## src/rtl/lstm_fwd_sequencer.sv

```systemverilog
// Forward-pass control sequencer for the two-layer LSTM datapath: walks timesteps, then
// layer-1 and layer-2 cells, issuing registered read addresses and one-cycle write strobes.
module lstm_fwd_sequencer #(
    parameter int unsigned TIMESTEP   = 7,
    parameter int unsigned LAYR1_CELL = 2,
    parameter int unsigned LAYR2_CELL = 1,
    parameter int unsigned CELL_LAT   = 2,
    parameter int unsigned WIDTH      = 32
) (
    input  logic             clk,
    input  logic             rst,
    input  logic             start,
    output logic             busy,
    output logic             done,
    output logic [WIDTH-1:0] addr_x1,
    output logic [8:0]       rd_addr_h1,
    output logic [8:0]       rd_addr_h2,
    output logic [8:0]       rd_addr_c1,
    output logic [8:0]       rd_addr_c2,
    output logic [8:0]       rd_addr_x2,
    output logic [8:0]       wr_addr_h1,
    output logic [8:0]       wr_addr_c1,
    output logic [8:0]       wr_addr_h2,
    output logic [8:0]       wr_addr_c2,
    output logic [8:0]       wr_addr_x2,
    output logic             wr_h1,
    output logic             wr_c1,
    output logic             wr_x2,
    output logic             wr_h2,
    output logic             wr_c2,
    output logic [8:0]       sel_cell1,
    output logic [8:0]       sel_cell2,
    output logic             wr_layr1,
    output logic             wr_layr2
);

    localparam logic [2:0] StIdle = 3'd0;
    localparam logic [2:0] StL1Rd = 3'd1;
    localparam logic [2:0] StL1Wr = 3'd2;
    localparam logic [2:0] StL2Rd = 3'd3;
    localparam logic [2:0] StL2Wr = 3'd4;
    localparam logic [2:0] StDone = 3'd5;

    logic [2:0]  state_q, state_d;
    logic [31:0] t_q, t_d, j_q, j_d, w_q, w_d;

    always_comb begin
        state_d = state_q;
        t_d     = t_q;
        j_d     = j_q;
        w_d     = w_q;
        case (state_q)
            StIdle: begin
                if (start) begin
                    state_d = StL1Rd;
                    t_d     = 32'd0;
                    j_d     = 32'd0;
                    w_d     = 32'd0;
                end
            end
            StL1Rd, StL2Rd: begin
                if (w_q == CELL_LAT - 1) begin
                    state_d = (state_q == StL1Rd) ? StL1Wr : StL2Wr;
                    w_d     = 32'd0;
                end else begin
                    w_d = w_q + 32'd1;
                end
            end
            StL1Wr: begin
                w_d = 32'd0;
                if (j_q < LAYR1_CELL - 1) begin
                    j_d     = j_q + 32'd1;
                    state_d = StL1Rd;
                end else begin
                    j_d     = 32'd0;
                    state_d = StL2Rd;
                end
            end
            StL2Wr: begin
                w_d = 32'd0;
                if (j_q < LAYR2_CELL - 1) begin
                    j_d     = j_q + 32'd1;
                    state_d = StL2Rd;
                end else if (t_q < TIMESTEP - 1) begin
                    t_d     = t_q + 32'd1;
                    j_d     = 32'd0;
                    state_d = StL1Rd;
                end else begin
                    state_d = StDone;
                end
            end
            StDone: begin
                t_d     = 32'd0;
                j_d     = 32'd0;
                state_d = StIdle;
            end
            default: state_d = StIdle;
        endcase
    end

    // Outputs are registered from the next state so strobes align with the WR state cycle.
    always_ff @(posedge clk or negedge rst) begin
        if (!rst) begin
            state_q    <= StIdle;
            t_q        <= '0;
            j_q        <= '0;
            w_q        <= '0;
            busy       <= 1'b0;
            done       <= 1'b0;
            wr_h1      <= 1'b0;
            wr_c1      <= 1'b0;
            wr_x2      <= 1'b0;
            wr_h2      <= 1'b0;
            wr_c2      <= 1'b0;
            addr_x1    <= '0;
            rd_addr_h1 <= '0;
            rd_addr_c1 <= '0;
            wr_addr_h1 <= '0;
            wr_addr_c1 <= '0;
            wr_addr_x2 <= '0;
            sel_cell1  <= '0;
            rd_addr_h2 <= '0;
            rd_addr_c2 <= '0;
            rd_addr_x2 <= '0;
            wr_addr_h2 <= '0;
            wr_addr_c2 <= '0;
            sel_cell2  <= '0;
        end else begin
            state_q <= state_d;
            t_q     <= t_d;
            j_q     <= j_d;
            w_q     <= w_d;
            busy    <= (state_d == StL1Rd) || (state_d == StL1Wr) ||
                       (state_d == StL2Rd) || (state_d == StL2Wr);
            done    <= (state_d == StDone);
            wr_h1   <= (state_d == StL1Wr);
            wr_c1   <= (state_d == StL1Wr);
            wr_x2   <= (state_d == StL1Wr);
            wr_h2   <= (state_d == StL2Wr);
            wr_c2   <= (state_d == StL2Wr);
            if (state_d == StL1Rd && state_q != StL1Rd) begin
                addr_x1    <= WIDTH'(t_d);
                rd_addr_h1 <= 9'(t_d);
                rd_addr_c1 <= 9'(t_d * LAYR1_CELL + j_d);
                wr_addr_h1 <= 9'((t_d + 32'd1) * LAYR1_CELL + j_d);
                wr_addr_c1 <= 9'((t_d + 32'd1) * LAYR1_CELL + j_d);
                wr_addr_x2 <= 9'(t_d * LAYR1_CELL + j_d);
                sel_cell1  <= 9'(j_d);
            end
            if (state_d == StL2Rd && state_q != StL2Rd) begin
                rd_addr_h2 <= 9'(t_d);
                rd_addr_c2 <= 9'(t_d * LAYR2_CELL + j_d);
                rd_addr_x2 <= 9'(t_d);
                wr_addr_h2 <= 9'((t_d + 32'd1) * LAYR2_CELL + j_d);
                wr_addr_c2 <= 9'((t_d + 32'd1) * LAYR2_CELL + j_d);
                sel_cell2  <= 9'(j_d);
            end
        end
    end

    // Forward-only sequencer: weight memories are never written.
    assign wr_layr1 = 1'b0;
    assign wr_layr2 = 1'b0;

endmodule

```

## config.mk

```make
export PLATFORM = sky130hd
export DESIGN_NAME = lstm_fwd_sequencer
export DESIGN_NICKNAME = d
export VERILOG_FILES = /design/src/rtl/lstm_fwd_sequencer.sv
export SDC_FILE = /design/constraint.sdc
export NUM_CORES = 1
export LEC_CHECK = 0
export ABC_AREA = 1
export BUFFER_PORTS_ARGS = -buffer_cell sky130_fd_sc_hd__buf_2
export CORE_ASPECT_RATIO = 0.6
export CORE_UTILIZATION = 30
export CTS_BUF_LIST = sky130_fd_sc_hd__clkbuf_4 sky130_fd_sc_hd__clkbuf_8
export CTS_CLUSTER_DIAMETER = 200
export DETAILED_ROUTE_END_ITERATION = 8
export GPL_TIMING_DRIVEN = 0
export MAX_ROUTING_LAYER = met4
export PLACE_DENSITY = 0.53
export SETUP_SLACK_MARGIN = 0.2
export SLEW_MARGIN = 30
export SYNTH_ARGS = -nofsm -noshare
export SYNTH_HDL_FRONTEND = slang
export SYNTH_SLANG_ARGS = --single-unit
```

## constraint.sdc

```tcl
create_clock -name clk -period 4.2 [get_ports clk]
set_input_delay 0.84 -clock clk [delete_from_list [all_inputs] [get_ports clk]]
set_output_delay 0.84 -clock clk [all_outputs]
set_load 0.02 [all_outputs]
```

# After elaboration in Yosys (flattened, before gate mapping)
# Index checks and enable logic that the tools add are counted.
# word_totals
register_bits,207
in_bits,3
output_inout_bits,149
# op_classes
addsub,8
magnitude_cmp,3
n_eq_ne,14
muxes,19
reduce_logical,10
# ops
op,n
two-way mux 32 bit,9
case mux 32 bit (3 select lines),2
case mux 32 bit (4 select lines),1
adder 32 x 1 -> 32 bit (second input constant),3
< comparator 32 x 1 -> 1 bit (second input constant),2
adder 9 bit,4
== test 32 x 1 -> 1 bit (second input constant),1
< comparator 32 x 3 -> 1 bit (second input constant),1
two-way mux 3 bit,5
== test 3 x 2 -> 1 bit (second input constant),4
== test 3 bit (second input constant),4
case mux 3 bit (4 select lines),1
adder 9 x 1 -> 9 bit (second input constant),1
== test 3 x 1 -> 1 bit (second input constant),2
OR reduction 2 bit,2
zero test 3 bit,1
logical OR 1 bit,3
!= test 3 x 1 -> 1 bit (second input constant),1
!= test 3 x 2 -> 1 bit (second input constant),1
nonzero test 3 bit,1
logical AND 1 bit,2
two-way mux 2 bit,1
!= test 2 bit (second input constant),1
AND reduction 2 bit,1

# Longest topological paths before layout
# Gate-level depths: netlist of run 1.
# logic_depth
word_depth,8
depth_mapped,27

# Worst setup path after synthesis of run 1
# No wires, ideal clock.
# synth_path
path_type,input to register
start,input port start
end,register wr_addr_c1[8]
setup_time_ps,117
arrival_ps,3360
t_required_ps,4083
slack_ps,722
path_stages,22
path_cell_list,nor2_1 nand2_2 nand2_4 inv_2 o21ai_1 ha_1 nand3_1 nor2_1 nand3_1 nand2_1 inv_1 ha_1 a21oi_1 o31ai_1 a21oi_1 inv_1 nand3_1 nand2_1 inv_1 nand2_1 nand3_1 nand2_1
# synth_via
elab_chain_cells,4
elab_cells_between_ends,10
# synth_rtl
item,line_no,rtl
start: declaration,12,"input logic start,"
two-way mux 32 bit,54,if (start) begin
case mux 32 bit (3 select lines),52,case (state_q)
via t_d[1],45,"logic [31:0] t_q, t_d, j_q, j_d, w_q, w_d;"
adder 9 x 1 -> 9 bit,--,
adder 9 bit,146,wr_addr_c1 <= 9'((t_d + 32'd1) * LAYR1_CELL + j_d);
end signal: assignment,146,
end: declaration,22,"output logic [8:0] wr_addr_c1,"
# The timed path passes the listed nets, and every way through them passes these cells.
# A chain may end at the register's enable or synchronous reset.

# Final worst setup path of run 1
# layout_path
start,register state_q[1]
end,register wr_addr_c1[8]
# layout_via
elab_cells_between_ends,18
# layout_rtl
item,line_no,rtl
start: declaration,44,"logic [2:0] state_q, state_d;"
start signal: assignment,104,state_q <= StIdle;
start signal: assignment,129,state_q <= state_d;
== test 3 bit / zero test 3 bit (equally long branches),52,
case mux 32 bit (3 select lines) (*),52,
via t_d[1],45,
adder 9 x 1 -> 9 bit (*),--,
adder 9 bit (*),146,
# Mark *: on every way through the listed nets, which the timed path passes. The rest lies on a longest branch.

==> flow_metrics.py, run 1 <==
metrics = {
    "outcome": {
        "status": "complete, no violations",
    },
    "synth": {
        "post_synth_num_cell_types": 43,
        "synth_top_cell_area_share_pct": 49.26,
        "synthMuxAreaShare_pct": 0,
        "synth_compound_area_share_pct": 9.047,
        "syn_area_um2": 9957,
        "synth-simple-area-share_pct": 22.02,
        "synthAdderAreaFrac_pct": 5.328,
        "ys.flop_type": "dfrtp_1",
        "yosysSeqAreaShare_pct": 49.26,
        "ys_warn_count": 0,
        "synth_async_sr_flop_share_pct": 100.0,
        "synth_area_per_cell_um2": 8.636,
        "synth-edff-count": 0,
        "ys_seq_elements": 196,
        "synth_top_family_by_area": "simple AND/OR/NAND/NOR gates",
        "synth_top_area_cell": "dfrtp_1",
        "synthXorXnorAreaFrac_pct": 3.694,
        "synth_cells": 1153,
        "synth_area_leaders": "dfrtp_1 49%, nand2_1 9.3%, nor2_1 4.9%",
    },
    "detailed_routing": {
        "first_pass_iters": 5,
        "wl_per_cell_um": 15.14,
        "vias": 7999,
        "drc_errors": 0,
        "vias_per_cell": 4.540,
        "initialDrtViolationCount": 594,
        "routed_wl_um": 26680,
        "antenna_left": 0,
    },
    "setup_path": {
        "r2r.worst_path.cells": 24,
        "end_kind": "register",
        "worst-path-stages": 24,
        "required_ns": 4.60,
        "worstPathArrival_ns": 4.10,
        "crit_top_cell": "nand2_1",
        "startpoint": "state_q[1]$_DFF_PN0_",
        "cp-start-kind": "register",
        "timing.rr.start": "state_q[1]$_DFF_PN0_",
        "worst-setup-path-type": "reg -> reg",
        "path_delay_family": "simple AND/OR/NAND/NOR gates",
        "worstPathCellList": "nor2_2, nand2_2, inv_2, buf_4, nand3_1, o21ai_4, ha_2, nand3_2, nor2_1, nand2_1, nand2_1, nand2_1, inv_1, ha_1, a21oi_1, o31ai_1, a21oi_2, inv_1, nand3_1, nand2_1, inv_1, nand2_1, nand3_1, nand2_1",
        "cp_slowest_cell": "dfrtp_1",
        "critPathMaxStageDelay_ns": 0.49,
        "crit_buf_inv": 5,
        "cp_max_fo": 10,
    },
    "place": {
        "placed_area_um2": 11300,
        "globalplace.congestion": 0.8885,
        "io_buffers": 149,
        "dp_hpwl_um": 20220,
    },
    "sta": {
        "clock_skew_ns": 0.01822,
        "tightestPinTransition_ns": 0.5274,
        "hold_violations": 0,
        "fmax_ghz": 0.2698,
        "drv_slew": 0,
        "grt_setup_unrepaired": "false",
        "setup_viol": 0,
        "post-route-period-util_pct": 88.24,
        "slew_headroom_pct": 64.71,
        "fin_crit_ns": 3.706,
    },
    "min_path": {
        "hold_class": "in -> async",
    },
    "power": {
        "ir_worst_vdd_mv": 0.1938,
        "power.leakage_nw": 6.265,
        "power_density_nw_per_um2": 281.3,
    },
    "global_routing": {
        "grt_overflow_total": 0,
        "grt_max_degree": 82,
        "track_usage_pct": 16.74,
        "grt_pass1_vias": 7545,
        "antenna_found_initial": 0,
        "grt_pass1_wl_um": 42260,
    },
    "finish": {
        "final_common_cell": "nand2_1",
        "fin_nets": 1368,
        "design_area_um2": 11860,
        "post-route-util_pct": 36.44,
        "n_antenna_cell": 0,
        "syn_to_final_growth_pct": 19.09,
        "drive_gt1_share_pct": 23.02,
        "mostFrequentLayoutCells": "242 x nand2_1, 196 x dfrtp_1, 154 x buf_2",
        "seq_area_um2": 4905,
        "multiInputGateArea_um2": 4090,
        "fillers": 3391,
    },
    "cts": {
        "cts_max_level": 4,
        "cts.clk_slew.worst_paths_ns": 0.10,
        "clock_path_buffers": 2,
        "root_buffer": "clkbuf_8",
        "numCtsBuffers": 17,
        "clk_latency_ns": 0.50,
        "holdBufCountCts": 0,
        "clock_sinks": 196,
        "cts_tree": "done",
    },
    "die": {
        "die_x_um": 237.2,
        "fp.dieH_um": 143.1,
        "start_util_pct": 30.60,
        "core_region_area_um2": 32540,
        "die-area_um2": 33950,
        "pin_count": 152,
        "rows": 51,
    },
    "flow_run": {
        "max-cap-violations": 0,
    },
}
## state kept, by name, summed over array words and instances (netlist names), 32 cells and up
register	flops
addr_x1	32
j_q	32
t_q	32
w_q	32
## synth_stat cells, types with 2 or more instances
| library cell | n |
|---|---|
| nor2_1 | 131 |
| nand2_1 | 247 |
| nor3_1 | 18 |
| fa_1 | 4 |
| o21a_1 | 24 |
| buf_1 | 2 |
| xor2_1 | 29 |
| nand2_2 | 5 |
| nand3_1 | 49 |
| o21ai_0 | 51 |
| nor2_2 | 6 |
| nand4_1 | 17 |
| a31oi_1 | 5 |
| xnor2_1 | 13 |
| inv_1 | 127 |
| nor2_4 | 3 |
| inv_2 | 8 |
| buf_4 | 62 |
| dfrtp_1 | 196 |
| a21oi_1 | 38 |
| nor4_2 | 3 |
| buf_2 | 6 |
| o21ai_2 | 5 |
| o21ai_1 | 25 |
| nor4_1 | 16 |
| o31ai_1 | 3 |
| clkbuf_1 | 8 |
| nand3b_1 | 2 |
| ha_1 | 36 |
## final cells by class
class | instances | share of cell area [%]
repair buffers | 152 | 6.901
well taps | 424 | 4.474
multi-input cells | 743 | 34.49
plain buffers | 79 | 4.590
clock buffers | 22 | 2.395
clock inverters | 10 | 1.435
flip-flops and latches | 196 | 41.36
inverters | 136 | 4.347
## kinds of logic (layout without fill, tap and decap cells)
group                      Yosys count  in the layout
other                                1              2
AOI/OAI and AO/OA                  156            156
DFF                                196            196
adders and majority gates           40             40
and+or+nand+nor                    503            503
xor gates and xnor gates            42             42
buffers and inverters              215            399
## worst paths after layout
check	to	slack (ns)
hold / removal	w_q[20]$_DFFE_PN0P_	0.22
hold reg to reg	addr_x1[14]$_DFFE_PN0P_	0.47
min in group clk	addr_x1[14]$_DFFE_PN0P_	0.47
setup reg to reg	wr_addr_c1[8]$_DFFE_PN0P_	0.49
max in group asynchronous	rd_addr_c2[6]$_DFFE_PN0P_	3.27
setup / recovery	wr_addr_c1[8]$_DFFE_PN0P_	0.49
## report_power, final
group,internal [mW],switching (mW),total [mW]
logic,0.00831,0.0390,0.0473
clock network,0.706,0.697,1.40
registers,1.89,0,1.89
total,2.60,0.736,3.34
## what timing repair did
item / 4_1_cts / 5_1_grt
pin swaps: 1 / 0
hold endpoints to repair: 0 / 0
setup buffers: 1 / 0
setup endpoints to repair: 7 / 7
resized for setup: 9 / 15
## metrics by stage
step                      setup WS [ns]  hold WS (ns)  total power, mW  std cells  TNS (ns)
final                            0.4938        0.2180            3.336       1762         0
after global placement           -1.174        0.4534            1.967       1727   -229.97
after CTS                        0.2472        0.1894            3.391       1762         0
after global routing             0.1932        0.1921            3.473       1762         0
after floorplan                  0.7225        0.4555            1.927       1154         0
after detailed placement        -0.4198        0.4571            1.974       1729    -1.278
## worst register-to-register path, cell delays in order (launching register included)
cell     delay (ns)
dfrtp_1        0.49
nor2_2         0.21
nand2_2        0.14
inv_2          0.11
buf_4          0.19
nand3_1        0.14
o21ai_4        0.17
ha_2           0.31
nand3_2        0.16
nor2_1         0.16
nand2_1        0.06
nand2_1        0.05
nand2_1        0.05
inv_1          0.16
ha_1           0.30
a21oi_1        0.14
o31ai_1        0.09
a21oi_2        0.20
inv_1          0.06
nand3_1        0.08
nand2_1        0.08
inv_1          0.06
nand2_1        0.04
nand3_1        0.09
nand2_1        0.06
## layer usage
| metal | wire, um | track usage (%) | vias up |
|---|---|---|---|
| li1 | - | - | 4001 |
| met5 | 0 | - | - |
| met3 | 1323 | 3.944 | 14 |
| met4 | 186 | 3.192 | 0 |
| met2 | 10160 | 21.18 | 192 |
| met1 | 15000 | 26.17 | 3792 |
(Power assumes the default switching activity.)
==> run 2, diff against run 1 <==
--- a/config.mk
+++ b/config.mk
@@ -15,7 +15,7 @@
 export GPL_TIMING_DRIVEN = 0
 export MAX_ROUTING_LAYER = met4
 export PLACE_DENSITY = 0.53
-export SETUP_SLACK_MARGIN = 0.2
+export SETUP_SLACK_MARGIN = 0.5
 export SLEW_MARGIN = 30
 export SYNTH_ARGS = -nofsm -noshare
 export SYNTH_HDL_FRONTEND = slang
==> flow_metrics.py, run 2 (synthesis gave the netlist of run 1 again) <==
metrics = {
    "cts": {
        "root_buffer": "clkbuf_8",
        "cts_tree": "done",
        "cts_max_level": 4,
        "clock_sinks": 196,
        "holdBufCountCts": 0,
        "numCtsBuffers": 17,
        "clk_latency_ns": 0.51,
        "cts.clk_slew.worst_paths_ns": 0.10,
        "clock_path_buffers": 2,
    },
    "sta": {
        "post-route-period-util_pct": 82.66,
        "grt_setup_unrepaired": "true",
        "slew_headroom_pct": 60.15,
        "fin_crit_ns": 3.472,
        "fmax_ghz": 0.2880,
        "tightestPinTransition_ns": 0.5956,
        "hold_violations": 0,
        "setup_viol": 0,
        "drv_slew": 0,
        "setup_tns_ns": 0,
        "whs_ns": 0.2161,
        "clock_skew_ns": 0.02037,
    },
    "die": {
        "core_region_area_um2": 32540,
        "start_util_pct": 30.60,
        "rows": 51,
        "die_x_um": 237.2,
        "fp.dieH_um": 143.1,
        "pin_count": 152,
        "die-area_um2": 33950,
    },
    "detailed_routing": {
        "drc_errors": 0,
        "vias": 8014,
        "initialDrtViolationCount": 566,
        "wl_per_cell_um": 15.16,
        "routed_wl_um": 26820,
        "antenna_left": 0,
        "first_pass_iters": 5,
        "vias_per_cell": 4.530,
    },
    "finish": {
        "design_area_um2": 12060,
        "post-route-util_pct": 37.04,
        "mostFrequentLayoutCells": "241 x nand2_1, 195 x dfrtp_1, 152 x buf_2",
        "syn_to_final_growth_pct": 21.07,
        "final_common_cell": "nand2_1",
        "drive_gt1_share_pct": 24.91,
        "fin_nets": 1375,
        "fillers": 3377,
        "n_antenna_cell": 0,
    },
    "power": {
        "power_density_nw_per_um2": 276.7,
        "p_clk_share_pct": 42.1,
        "p_sw_mw": 0.7364,
        "seq_power_share_pct": 56.5,
        "p_comb_share_pct": 1.4,
        "p_total_mw": 3.336,
        "ir_worst_vdd_mv": 0.1981,
        "swShare_pct": 22.07,
        "power.leakage_nw": 6.314,
        "p_int_mw": 2.600,
    },
    "place": {
        "globalplace.congestion": 0.8885,
        "dp_hpwl_um": 20220,
        "io_buffers": 149,
        "placed_area_um2": 11300,
    },
    "min_path": {
        "hold_class": "in -> async",
    },
    "global_routing": {
        "antenna_found_initial": 0,
        "grt_pass1_wl_um": 42370,
        "grt_overflow_total": 0,
        "track_usage_pct": 16.77,
        "grt_max_degree": 82,
        "grt_pass1_vias": 7547,
    },
    "flow_run": {
        "max-cap-violations": 0,
    },
    "setup_path": {
        "end_kind": "register",
        "worst-setup-path-type": "reg -> reg",
        "cp-start-kind": "register",
        "cp_max_fo": 8,
        "worstPathArrival_ns": 3.87,
        "required_ns": 4.60,
    },
    "outcome": {
        "status": "complete, no violations",
    },
}
## run 2: cell types whose count changed in the layout (fill, tap and decap cells not counted), sizes merged
cell / change
clkbuf: +1
buf: +6
## run 2: layout make-up
| cell class | count | area [um^2] | share of cell area (%) |
|---|---|---|---|
| multi-input cells | 743 | 4227 | 35.06 |
| plain buffers | 79 | 549.3 | 4.556 |
| clock inverters | 10 | 170.2 | 1.412 |
| well taps | 424 | 530.5 | 4.401 |
| inverters | 136 | 518.0 | 4.297 |
| flip-flops and latches | 196 | 4906 | 40.70 |
| clock buffers | 22 | 284.0 | 2.356 |
| repair buffers | 159 | 870.8 | 7.224 |
## run 2: per-layer routing
layer / global-route usage (%) / share of wire, %
met1: 26.25 / 56
met2: 21.19 / 38
met3: 3.944 / 4.7
met4: 3.192 / 0.70
met5: - / 0
## run 2: final timing paths
check,start,to,slack (ns),cells past startpoint
setup reg to reg,t_q[2]$_DFF_PN0_,wr_addr_c1[8]$_DFFE_PN0P_,0.73,21
max in group asynchronous,rst,rd_addr_x2[7]$_DFFE_PN0P_,3.27,2
setup / recovery,t_q[2]$_DFF_PN0_,wr_addr_c1[8]$_DFFE_PN0P_,0.73,21
min in group clk,addr_x1[14]$_DFFE_PN0P_,addr_x1[14]$_DFFE_PN0P_,0.47,2
hold reg to reg,addr_x1[14]$_DFFE_PN0P_,addr_x1[14]$_DFFE_PN0P_,0.47,2
hold / removal,rst,w_q[20]$_DFFE_PN0P_,0.22,1
## run 2: critical path: stages, from the launching register on
cell and delay (ns):
dfrtp_1 0.42, nand2_1 0.11, nand2_1 0.07, nor2_1 0.14, nand2_2 0.14, o21ai_0 0.17
nand3_1 0.14, o21ai_4 0.18, ha_4 0.23, nand3_2 0.15, xor2_2 0.22, inv_1 0.09
ha_1 0.41, nand2_1 0.16, nor3_4 0.18, a21oi_4 0.09, inv_1 0.06, nand3_1 0.07
nand2_1 0.10, nand2_1 0.06, nand3_1 0.11, nand2_1 0.06
## run 2: power by group through the flow
stage | combinational, mW | clock, mW | sequential [mW]
3_5_place_dp | 0.0512 | 0 | 1.92
4_1_cts | 0.0512 | 1.45 | 1.89
5_1_grt | 0.0566 | 1.53 | 1.89
6_report | 0.0474 | 1.40 | 1.89
2_1_floorplan | 0.00325 | 0 | 1.92
3_3_place_gp | 0.0442 | 0 | 1.92
## run 2: repair_timing
item,in CTS,in global routing
endpoints found under the setup margin,18,12
resized for setup,20,39
buffers inserted,1,7
cloned,0,0
pin swaps,2,7
## run 2: through the flow
step                cells  setup slack (ns)
global route         1769            0.4852
detailed placement   1729           -0.4198
finish               1769            0.7282
CTS                  1762            0.4721
floorplan            1154            0.7225
global placement     1727            -1.174
